$ cat config.mk
export PLATFORM = sky130hd
export DESIGN_NAME = iob_plic_irq_conditioner
export DESIGN_NICKNAME = d
export VERILOG_FILES = /design/src/rtl/iob_plic_irq_conditioner.sv
export SDC_FILE = /design/constraint.sdc
export NUM_CORES = 1
export LEC_CHECK = 0
export CAP_MARGIN = 20
export CORE_ASPECT_RATIO = 1.5
export CORE_MARGIN = 2
export CORE_UTILIZATION = 50
export DETAILED_ROUTE_END_ITERATION = 16
export GPL_ROUTABILITY_DRIVEN = 0
export GPL_TIMING_DRIVEN = 0
export HOLD_SLACK_MARGIN = 0.03
export PLACE_DENSITY = 0.74
export SLEW_MARGIN = 20
export SYNTH_ARGS = -nofsm -noshare
export SYNTH_HDL_FRONTEND = slang
export SYNTH_SLANG_ARGS = --single-unit
$ cat constraint.sdc
create_clock -name clk_i -period 3.04 [get_ports clk_i]
set_input_delay 0.304 -clock clk_i [delete_from_list [all_inputs] [get_ports clk_i]]
set_output_delay 0.304 -clock clk_i [all_outputs]
set_load 0.05 [all_outputs]
$ cat src/rtl/iob_plic_irq_conditioner.sv
// rtl/iob_plic_irq_conditioner.sv - per-source sync, polarity, glitch filter and mask ahead of the PLIC src input
// Each source is synchronised, polarity-corrected and debounced, then masked.
// Accepted rising edges and aborted transitions are reported for diagnostics.
module iob_plic_irq_conditioner #(
  parameter int N_SOURCES   = 8,
  parameter int SYNC_STAGES = 2,
  parameter int FILTER_W    = 4
) (
  input  logic                 clk_i,
  input  logic                 arst_i,
  input  logic                 cke_i,
  input  logic [N_SOURCES-1:0] irq_i,
  input  logic [N_SOURCES-1:0] pol_i,
  input  logic [N_SOURCES-1:0] en_i,
  input  logic [FILTER_W-1:0]  filter_len_i,
  input  logic [N_SOURCES-1:0] glitch_clr_i,
  output logic [N_SOURCES-1:0] src_o,
  output logic [N_SOURCES-1:0] rise_o,
  output logic [N_SOURCES-1:0] glitch_o
);

  localparam logic [FILTER_W-1:0] CNT_ONE = {{(FILTER_W-1){1'b0}}, 1'b1};

  logic [SYNC_STAGES-1:0][N_SOURCES-1:0] sync_q, sync_d;
  logic [N_SOURCES-1:0][FILTER_W-1:0]    cnt_q, cnt_d;
  logic [N_SOURCES-1:0]                  filt_q, filt_d;
  logic [N_SOURCES-1:0]                  rise_q, rise_d;
  logic [N_SOURCES-1:0]                  glitch_q, glitch_d;
  logic [N_SOURCES-1:0]                  glitch_set;
  logic [N_SOURCES-1:0]                  raw;

  assign sync_d = {sync_q[SYNC_STAGES-2:0], irq_i};
  assign raw    = sync_q[SYNC_STAGES-1] ^ pol_i;

  // cnt counts consecutive samples disagreeing with filt; a return to
  // agreement while counting is an aborted transition.
  always_comb begin
    filt_d     = filt_q;
    cnt_d      = cnt_q;
    glitch_set = '0;
    for (int i = 0; i < N_SOURCES; i++) begin
      if (raw[i] == filt_q[i]) begin
        cnt_d[i]      = '0;
        glitch_set[i] = (cnt_q[i] != '0);
      end else if (cnt_q[i] >= filter_len_i) begin
        filt_d[i] = raw[i];
        cnt_d[i]  = '0;
      end else begin
        cnt_d[i] = cnt_q[i] + CNT_ONE;
      end
    end
  end

  assign rise_d   = filt_d & ~filt_q & en_i;
  assign glitch_d = glitch_set | (glitch_q & ~glitch_clr_i);

  always_ff @(posedge clk_i or posedge arst_i) begin
    if (arst_i) begin
      sync_q   <= '0;
      cnt_q    <= '0;
      filt_q   <= '0;
      rise_q   <= '0;
      glitch_q <= '0;
    end else if (cke_i) begin
      sync_q   <= sync_d;
      cnt_q    <= cnt_d;
      filt_q   <= filt_d;
      rise_q   <= rise_d;
      glitch_q <= glitch_d;
    end
  end

  assign src_o    = filt_q & en_i;
  assign rise_o   = rise_q;
  assign glitch_o = glitch_q;

endmodule

# After elaboration in Yosys (flattened, before gate mapping)
# Index checks and enable logic that the tools add are counted.
dict set report op_classes {
  addsub 8
  order_cmp 8
  eq_ne 8
  n_mux 40
  bitwise_logic 8
  reduce_logical 8
}
# op n
set ops {}
lappend ops {{$mux W4} 16}
lappend ops {{$add A4 B1 Y4 const B} 8}
lappend ops {{$and A8 B8 Y8} 4}
lappend ops {{$ge A4 B4 Y1} 8}
lappend ops {{$reduce_bool A4 Y1} 8}
lappend ops {{$mux W1} 24}
lappend ops {{$not A8 Y8} 2}
lappend ops {{$eq A1 B1 Y1} 8}
lappend ops {{$or A8 B8 Y8} 1}
lappend ops {{$xor A8 B8 Y8} 1}
dict set report word_totals {
  ff_bits 72
  in_bits 39
  out_inout_bits 24
  wordCells 93
}

# Longest topological paths before layout
# Gate-level depths: netlist of the first run.
dict set report depth {
  depth_word 5
  depth_mapped 6
  mapped_depth_nobuf 6
}

# Worst setup path before layout of the first run
# OpenSTA, ideal clock, no wires.
dict set report synth_timing {
  path_kind {reg-to-reg}
  start {reg cnt_q[8] (netlist bit)}
  end {reg filt_q[2]}
  setup_time_ps 128
  arrival_ps 1708
  required_ps 2912
  setup_slack_ps 1205
  path_stages_with_launch 7
  n_path_buf 0
  period_less_slack_ps 1835
  cell_sequence {dfrtp_1 > inv_1 > ha_1 > nand2b_4 > a2111oi_4 > nor3b_1 > mux2_1}
}
dict set report synth_via {
  elab_chain_cells 3
}
# item line_no
set synth_rtl {}
lappend synth_rtl {{from (decl)} 25} ;# logic [N_SOURCES-1:0][FILTER_W-1:0] cnt_q, cnt_d;
lappend synth_rtl {{from (signal assigned)} 66} ;# cnt_q <= cnt_d;
lappend synth_rtl {{$ge A4 B4 Y1} 45} ;# end else if (cnt_q[i] >= filter_len_i) begin
lappend synth_rtl {{$mux W1} 45}
lappend synth_rtl {{$mux W1} 42} ;# if (raw[i] == filt_q[i]) begin
lappend synth_rtl {{to (signal assigned)} 67} ;# filt_q <= filt_d;
lappend synth_rtl {{to (decl)} 26} ;# logic [N_SOURCES-1:0] filt_q, filt_d;
# Every way passes these cells.
# A chain may end at the register's enable or synchronous reset.

# Final worst setup path of the first run
dict set report layout_timing {
  start {in filter_len_i[0]}
  end {reg cnt_q[2] (netlist bit)}
}
dict set report layout_via {
  elab_chain_cells 3
}
# item line_no
set layout_rtl {}
lappend layout_rtl {{from (decl)} 15} ;# input logic [FILTER_W-1:0] filter_len_i,
lappend layout_rtl {{$ge A4 B4 Y1} 45}
lappend layout_rtl {{$mux W4} 45}
lappend layout_rtl {{$mux W4} 42}
# Every way passes these cells.

==> results of run 1 <==
power by group through the flow:
stage                     Sequential, uW  Combinational [uW]  Clock, uW
after floorplan                     1770                1900          0
after global placement              1620                2650          0
after detailed placement            1630                2760          0
after CTS                           1620                2780       1060
after global routing                1680                3040       1100
final                               1630                2780       1050
synthesized netlist by cell type, types with 8 or more instances:
master / number / share of area
dfrtp_1: 72 / 0.39
ha_1: 48 / 0.13
inv_1: 43 / 0.035
nand2_1: 22 / 0.018
mux2_2: 16 / 0.039
nor3b_1: 15 / 0.024
o211ai_1: 14 / 0.023
nand2b_1: 10 / 0.013
nor2_1: 9 / 0.0073
o22ai_1: 9 / 0.012
a2111oi_4: 8 / 0.047
a22o_1: 8 / 0.015
and2_1: 8 / 0.011
and3_1: 8 / 0.011
clkbuf_1: 8 / 0.0064
mux2_1: 8 / 0.019
nand3_1: 8 / 0.0086
o2111ai_1: 8 / 0.015
o21a_1: 8 / 0.013
xor2_1: 8 / 0.015
state kept, by name, summed over array words and instances, names as in the netlist:
| signal | flops |
|---|---|
| sync_q | 8 |
| filt_q | 8 |
| sync_d | 8 |
| rise_o | 8 |
| glitch_o | 8 |
| cnt_q | 32 |
layout by cell type (no fill, tap or decap), types with 8 or more instances in the layout:
master / Yosys / routed
nor2_1: 9 / 9
and3_1: 8 / 8
mux2_1: 8 / 8
ha_1: 48 / 48
o22ai_1: 9 / 9
clkbuf_1: 8 / 9
o2111ai_1: 8 / 8
nor3b_1: 15 / 15
nand2b_1: 10 / 10
a22o_1: 8 / 8
dfrtp_1: 72 / 72
mux2_2: 16 / 16
o21a_1: 8 / 8
xor2_1: 8 / 8
o211ai_1: 14 / 14
clkdlybuf4s50_1: 0 / 61
inv_1: 43 / 42
nand3_1: 8 / 8
clkbuf_16: 0 / 9
a2111oi_4: 8 / 8
and2_1: 8 / 8
nand2_1: 22 / 22
routing by layer:
| metal | vias to the layer above | GRT usage | share of wire |
|---|---|---|---|
| met5 | - | 0 | 0 |
| met2 | 94 | 0.392 | 0.51 |
| met3 | 26 | 0.0430 | 0.043 |
| met1 | 1798 | 0.283 | 0.41 |
| met4 | 0 | 0.131 | 0.035 |
| li1 | 1681 | - | - |
cells by family after synthesis:
kind of cell             after synthesis  share of synthesized area
flip-flops                            72                      0.387
AO/OA/AOI/OAI                        103                      0.208
adder cells (fa/ha/maj)               48                      0.129
XOR/XNOR                              16                     0.0414
multiplexers                          25                     0.0602
AND/OR/NAND/NOR                       95                      0.128
buffers and inverters                 56                     0.0465
final timing paths:
path | from | endpoint | slack, ns | cells after the start
worst min-delay path | arst_i | sync_d[9] | 0.31 | 2
worst min register to register | glitch_o[1] | glitch_o[1] | 0.50 | 1
worst max register to register | cnt_q[4] | filt_q[1] | 0.97 | 6
worst max-delay path | filter_len_i[0] | cnt_q[2] | 0.63 | 6
max in group asynchronous | arst_i | glitch_o[3] | 2.19 | 3
min in group clk_i | glitch_o[1] | glitch_o[1] | 0.50 | 1
stage by stage:
stage               setup WS [ns]   util
CTS                         0.664  0.626
global placement           -0.376  0.591
global route                0.536  0.626
floorplan                   0.911      -
detailed placement          0.350  0.595
finish                      0.631  0.626
worst max-delay path: stages:
cell and delay (ns):
clkdlybuf4s50_1 0.83, ha_1 0.33, nand2b_1 0.18, a2111oi_4 0.48, o21ai_1 0.21, o311ai_1 0.29
layout make-up:
type,instances,share of cell area
tap,112,0.0245
clock inverter,6,0.0105
clock buffer,10,0.0400
buffer,13,0.00961
multi-input combinational,287,0.461
inverter,43,0.0286
timing repair buffer,62,0.111
sequential,72,0.315
==> flow_metrics.tcl, run 1 <==
set metrics [dict create \
    ys_ff_latch 72 \
    syn_nets 502 \
    worstSetupEndpointType "flop" \
    initial_core_util 0.509 \
    regArea_um2 1800 \
    via_per_inst 5.95 \
    maxSlewViolCount 0 \
    multi_input_area_um2 2640 \
    cp-start-kind "input pin" \
    worstPathMaxFanout 8 \
    ys_async_sr_fraction 1.00 \
    p_int_uw 3080 \
    drt_wl_total_um 11400 \
    first_pass_iters 4 \
    hold_viol_final 0 \
    fin_nets 575 \
    cap_viol_max_count 0 \
    finClkSkew_ns 0.00483 \
    syn_to_final_growth_pct 23.0 \
    fillers 758 \
    synth_ff_type "dfrtp_1" \
    worst_slew_pin_slew_ns 0.781 \
    dp_hpwl_um 8130 \
    crit_required_ns 3.27 \
    die_h_um 122 \
    dpl-instance-area_um2 5440 \
    grt_use_total 0.233 \
    final_antenna_net_count 0 \
    hp-class "in2async" \
    postCtsHoldBufs 0 \
    finalCriticalPeriod_ns 2.41 \
    cts_tree "built" \
    die_area_um2 10100 \
    synth_edf_count 0 \
    clkSinkCount 72 \
    fin_tns_setup_ns 0 \
    grt_pass1_vias 3826 \
    overflow 0 \
    crit_arrival_ns 2.64 \
    core_area_um2 9150 \
    grt_max_degree 49 \
    drive_gt1_frac 0.142 \
    cts_setup_buffers 0 \
    clock_latency_ns 0.34 \
    clkTransAtPathRegs_ns 0.06 \
    pwr-share-clk 0.192 \
    placementRows 43 \
    grt_pass1_wl_um 18600 \
    p_leak_uw 0.00243 \
    synth_cells 415 \
    combPwrFrac 0.510 \
    yosys_warnings 0 \
    p_total_uw 5460 \
    cts_htree_levels 3 \
    cts_buffer_depth 2 \
    fin_area_um2 5730 \
    ios 63 \
    drtIter0Drc 189 \
    pwr-share-seq 0.298 \
    final_cells 605 \
    peakVddDrop_v 0.000464 \
    setup_viol 0 \
    post-place-cells 589 \
    critPathKind "in2reg" \
    die_w_um 82.8 \
    yosysUniqueCellTypes 38 \
    io_buffers 61 \
    syn_avg_cell_area_um2 11.2 \
    via_count 3599 \
    route.detailed.drc 0 \
    wl_per_cell_um 18.8 \
    fmax_mhz 415 \
    slew-limit-headroom 0.479 \
    fin_crit_sh 0.792 \
    cts_resized 0 \
    synth_area_um2 4660 \
    diodes 0 \
    cts_buffers 9 \
    ys_seq_area_frac 0.387 \
    netSwitchingFraction 0.435 \
    rsz0062_at_grt "false" \
    hold-worst-slack_ns 0.307 \
    clock-root-buffer "clkbuf_16" \
    antenna_found_initial 0 \
    status "finished, final reports clean" \
    switching_power_uw 2370 \
    power_density_nw_per_um2 953 \
]
Power figures use the tool's default switching activity.
==> run 2: changes to the inputs <==
--- a/config.mk
+++ b/config.mk
@@ -13,7 +13,7 @@
 export GPL_ROUTABILITY_DRIVEN = 0
 export GPL_TIMING_DRIVEN = 0
 export HOLD_SLACK_MARGIN = 0.03
-export PLACE_DENSITY = 0.74
+export PLACE_DENSITY = 0.77
 export SLEW_MARGIN = 20
 export SYNTH_ARGS = -nofsm -noshare
 export SYNTH_HDL_FRONTEND = slang
==> constraint.sdc (replaced) <==
create_clock -name clk_i -period 2.2 [get_ports clk_i]
set_input_delay 0.22 -clock clk_i [delete_from_list [all_inputs] [get_ports clk_i]]
set_output_delay 0.22 -clock clk_i [all_outputs]
set_load 0.05 [all_outputs]
==> flow_metrics.tcl, run 2 (same netlist as run 1, synthesis figures left out) <==
set metrics [dict create \
    status "finished, final reports clean" \
    fmax_mhz 486 \
    via_per_inst 5.98 \
    fin_crit_sh 0.936 \
    rsz0062_at_grt "false" \
    via_count 3615 \
    wl_per_cell_um 18.2 \
    p_leak_uw 0.00245 \
    route.detailed.drc 0 \
    cts_buffers 9 \
    core_area_um2 9150 \
    power_density_nw_per_um2 1330 \
    clkTransAtPathRegs_ns 0.06 \
    hp-class "in2async" \
    drive_gt1_frac 0.138 \
    cts_buffer_depth 2 \
    cts_resized 1 \
    postCtsHoldBufs 0 \
    crit_required_ns 2.41 \
    final_common_cell "dfrtp_1" \
    worst_slew_pin_slew_ns 0.753 \
    io_buffers 61 \
    diodes 0 \
    clock-root-buffer "clkbuf_16" \
    crit_arrival_ns 2.27 \
    fin_nets 575 \
    dp_hpwl_um 7890 \
    die_area_um2 10100 \
    cap_viol_max_count 0 \
    syn_to_final_growth_pct 23.5 \
    ios 63 \
    maxSlewViolCount 0 \
    grt_use_total 0.224 \
    final_antenna_net_count 0 \
    grt_pass1_vias 3657 \
    hold_viol_final 0 \
    die_w_um 82.8 \
    p_total_uw 7640 \
    finalCriticalPeriod_ns 2.06 \
    clkSinkCount 72 \
    finClkSkew_ns 0.00528 \
    fin_area_um2 5750 \
    placementRows 43 \
    largest_reg_flops 32 \
    grt_pass1_wl_um 17800 \
    peakVddDrop_v 0.000641 \
    cts_tree "built" \
    dpl-instance-area_um2 5440 \
    fin_tns_setup_ns 0 \
    cts_setup_buffers 0 \
    first_pass_iters 4 \
    setup_viol 0 \
    overflow 0 \
    antenna_found_initial 0 \
    clock_latency_ns 0.34 \
    die_h_um 122 \
    layout_common_cells "dfrtp_1 (72), clkdlybuf4s50_1 (60), ha_1 (48)" \
    worstPathMaxFanout 8 \
    largest-register "cnt_q" \
    cts_htree_levels 3 \
    cp-start-kind "input pin" \
    grt_max_degree 57 \
    worstSetupEndpointType "flop" \
    initial_core_util 0.509 \
    critPathKind "in2reg" \
    drt_wl_total_um 11000 \
    hold-worst-slack_ns 0.163 \
    slew-limit-headroom 0.498 \
    drtIter0Drc 198 \
]
==> run 2: changes by cell type in the layout (fill, tap and decap cells not counted) <==
cell             previous run  this run
clkinvlp_4                  2         0
clkbuf_8                    0         1
clkinv_2                    3         1
clkdlybuf4s50_1            61        60
dlygate4sd2_1               0         1
bufinv_16                   1         2
clkbuf_1                    9        11
==> run 2: final timing paths <==
kind | to | startpoint | depth (start not counted) | slack (ns)
worst max-delay path | cnt_q[18] | filter_len_i[2] | 7 | 0.14
worst min-delay path | sync_d[8] | arst_i | 2 | 0.16
worst max register to register | cnt_q[18] | cnt_q[16] | 6 | 0.14
worst min register to register | glitch_o[3] | glitch_o[3] | 1 | 0.50
max in group asynchronous | cnt_q[24] | arst_i | 3 | 1.50
min in group clk_i | filt_q[6] | cke_i | 3 | 0.47
==> run 2: layout make-up <==
class | count | area (um^2)
Sequential cell | 72 | 1800
Timing Repair Buffer | 62 | 637
Clock buffer | 13 | 250
Buffer | 13 | 55.1
Clock inverter | 3 | 65.1
Multi-Input combinational cell | 287 | 2640
Inverter | 43 | 164
Fill cell | 744 | 3390
Tap cell | 112 | 140
==> run 2: layer usage <==
metal  global-route usage  share of wire  wire [um]
met1                0.272           0.42       4610
met3               0.0316          0.040        444
met4                0.139          0.039        428
met2                0.378           0.50       5540
met5                    0              0          0
==> run 2: stage by stage <==
stage          std cells  setup WS, ns  utilization
6_report             605         0.141        0.629
5_1_grt              605        0.0316        0.629
4_1_cts              605         0.138        0.629
3_5_place_dp         589        -0.442        0.595
3_3_place_gp         588         -1.14        0.591
2_1_floorplan        415         0.155            -
==> run 2: worst max-delay path: stages <==
cell and delay (ns):
clkdlybuf4s50_1 0.39, inv_1 0.31, ha_1 0.32, o21a_1 0.19
nor2_1 0.35, o21ai_2 0.13, o311ai_1 0.35
==> run 2: power by group <==
part / leakage (uW) / switching [uW] / internal (uW) / total [uW]
Clock: 0.000154 / 543 / 1020 / 1570
Sequential: 0.000923 / 463 / 1790 / 2260
Combinational: 0.00137 / 2220 / 1600 / 3820
Total: 0.00245 / 3230 / 4410 / 7640
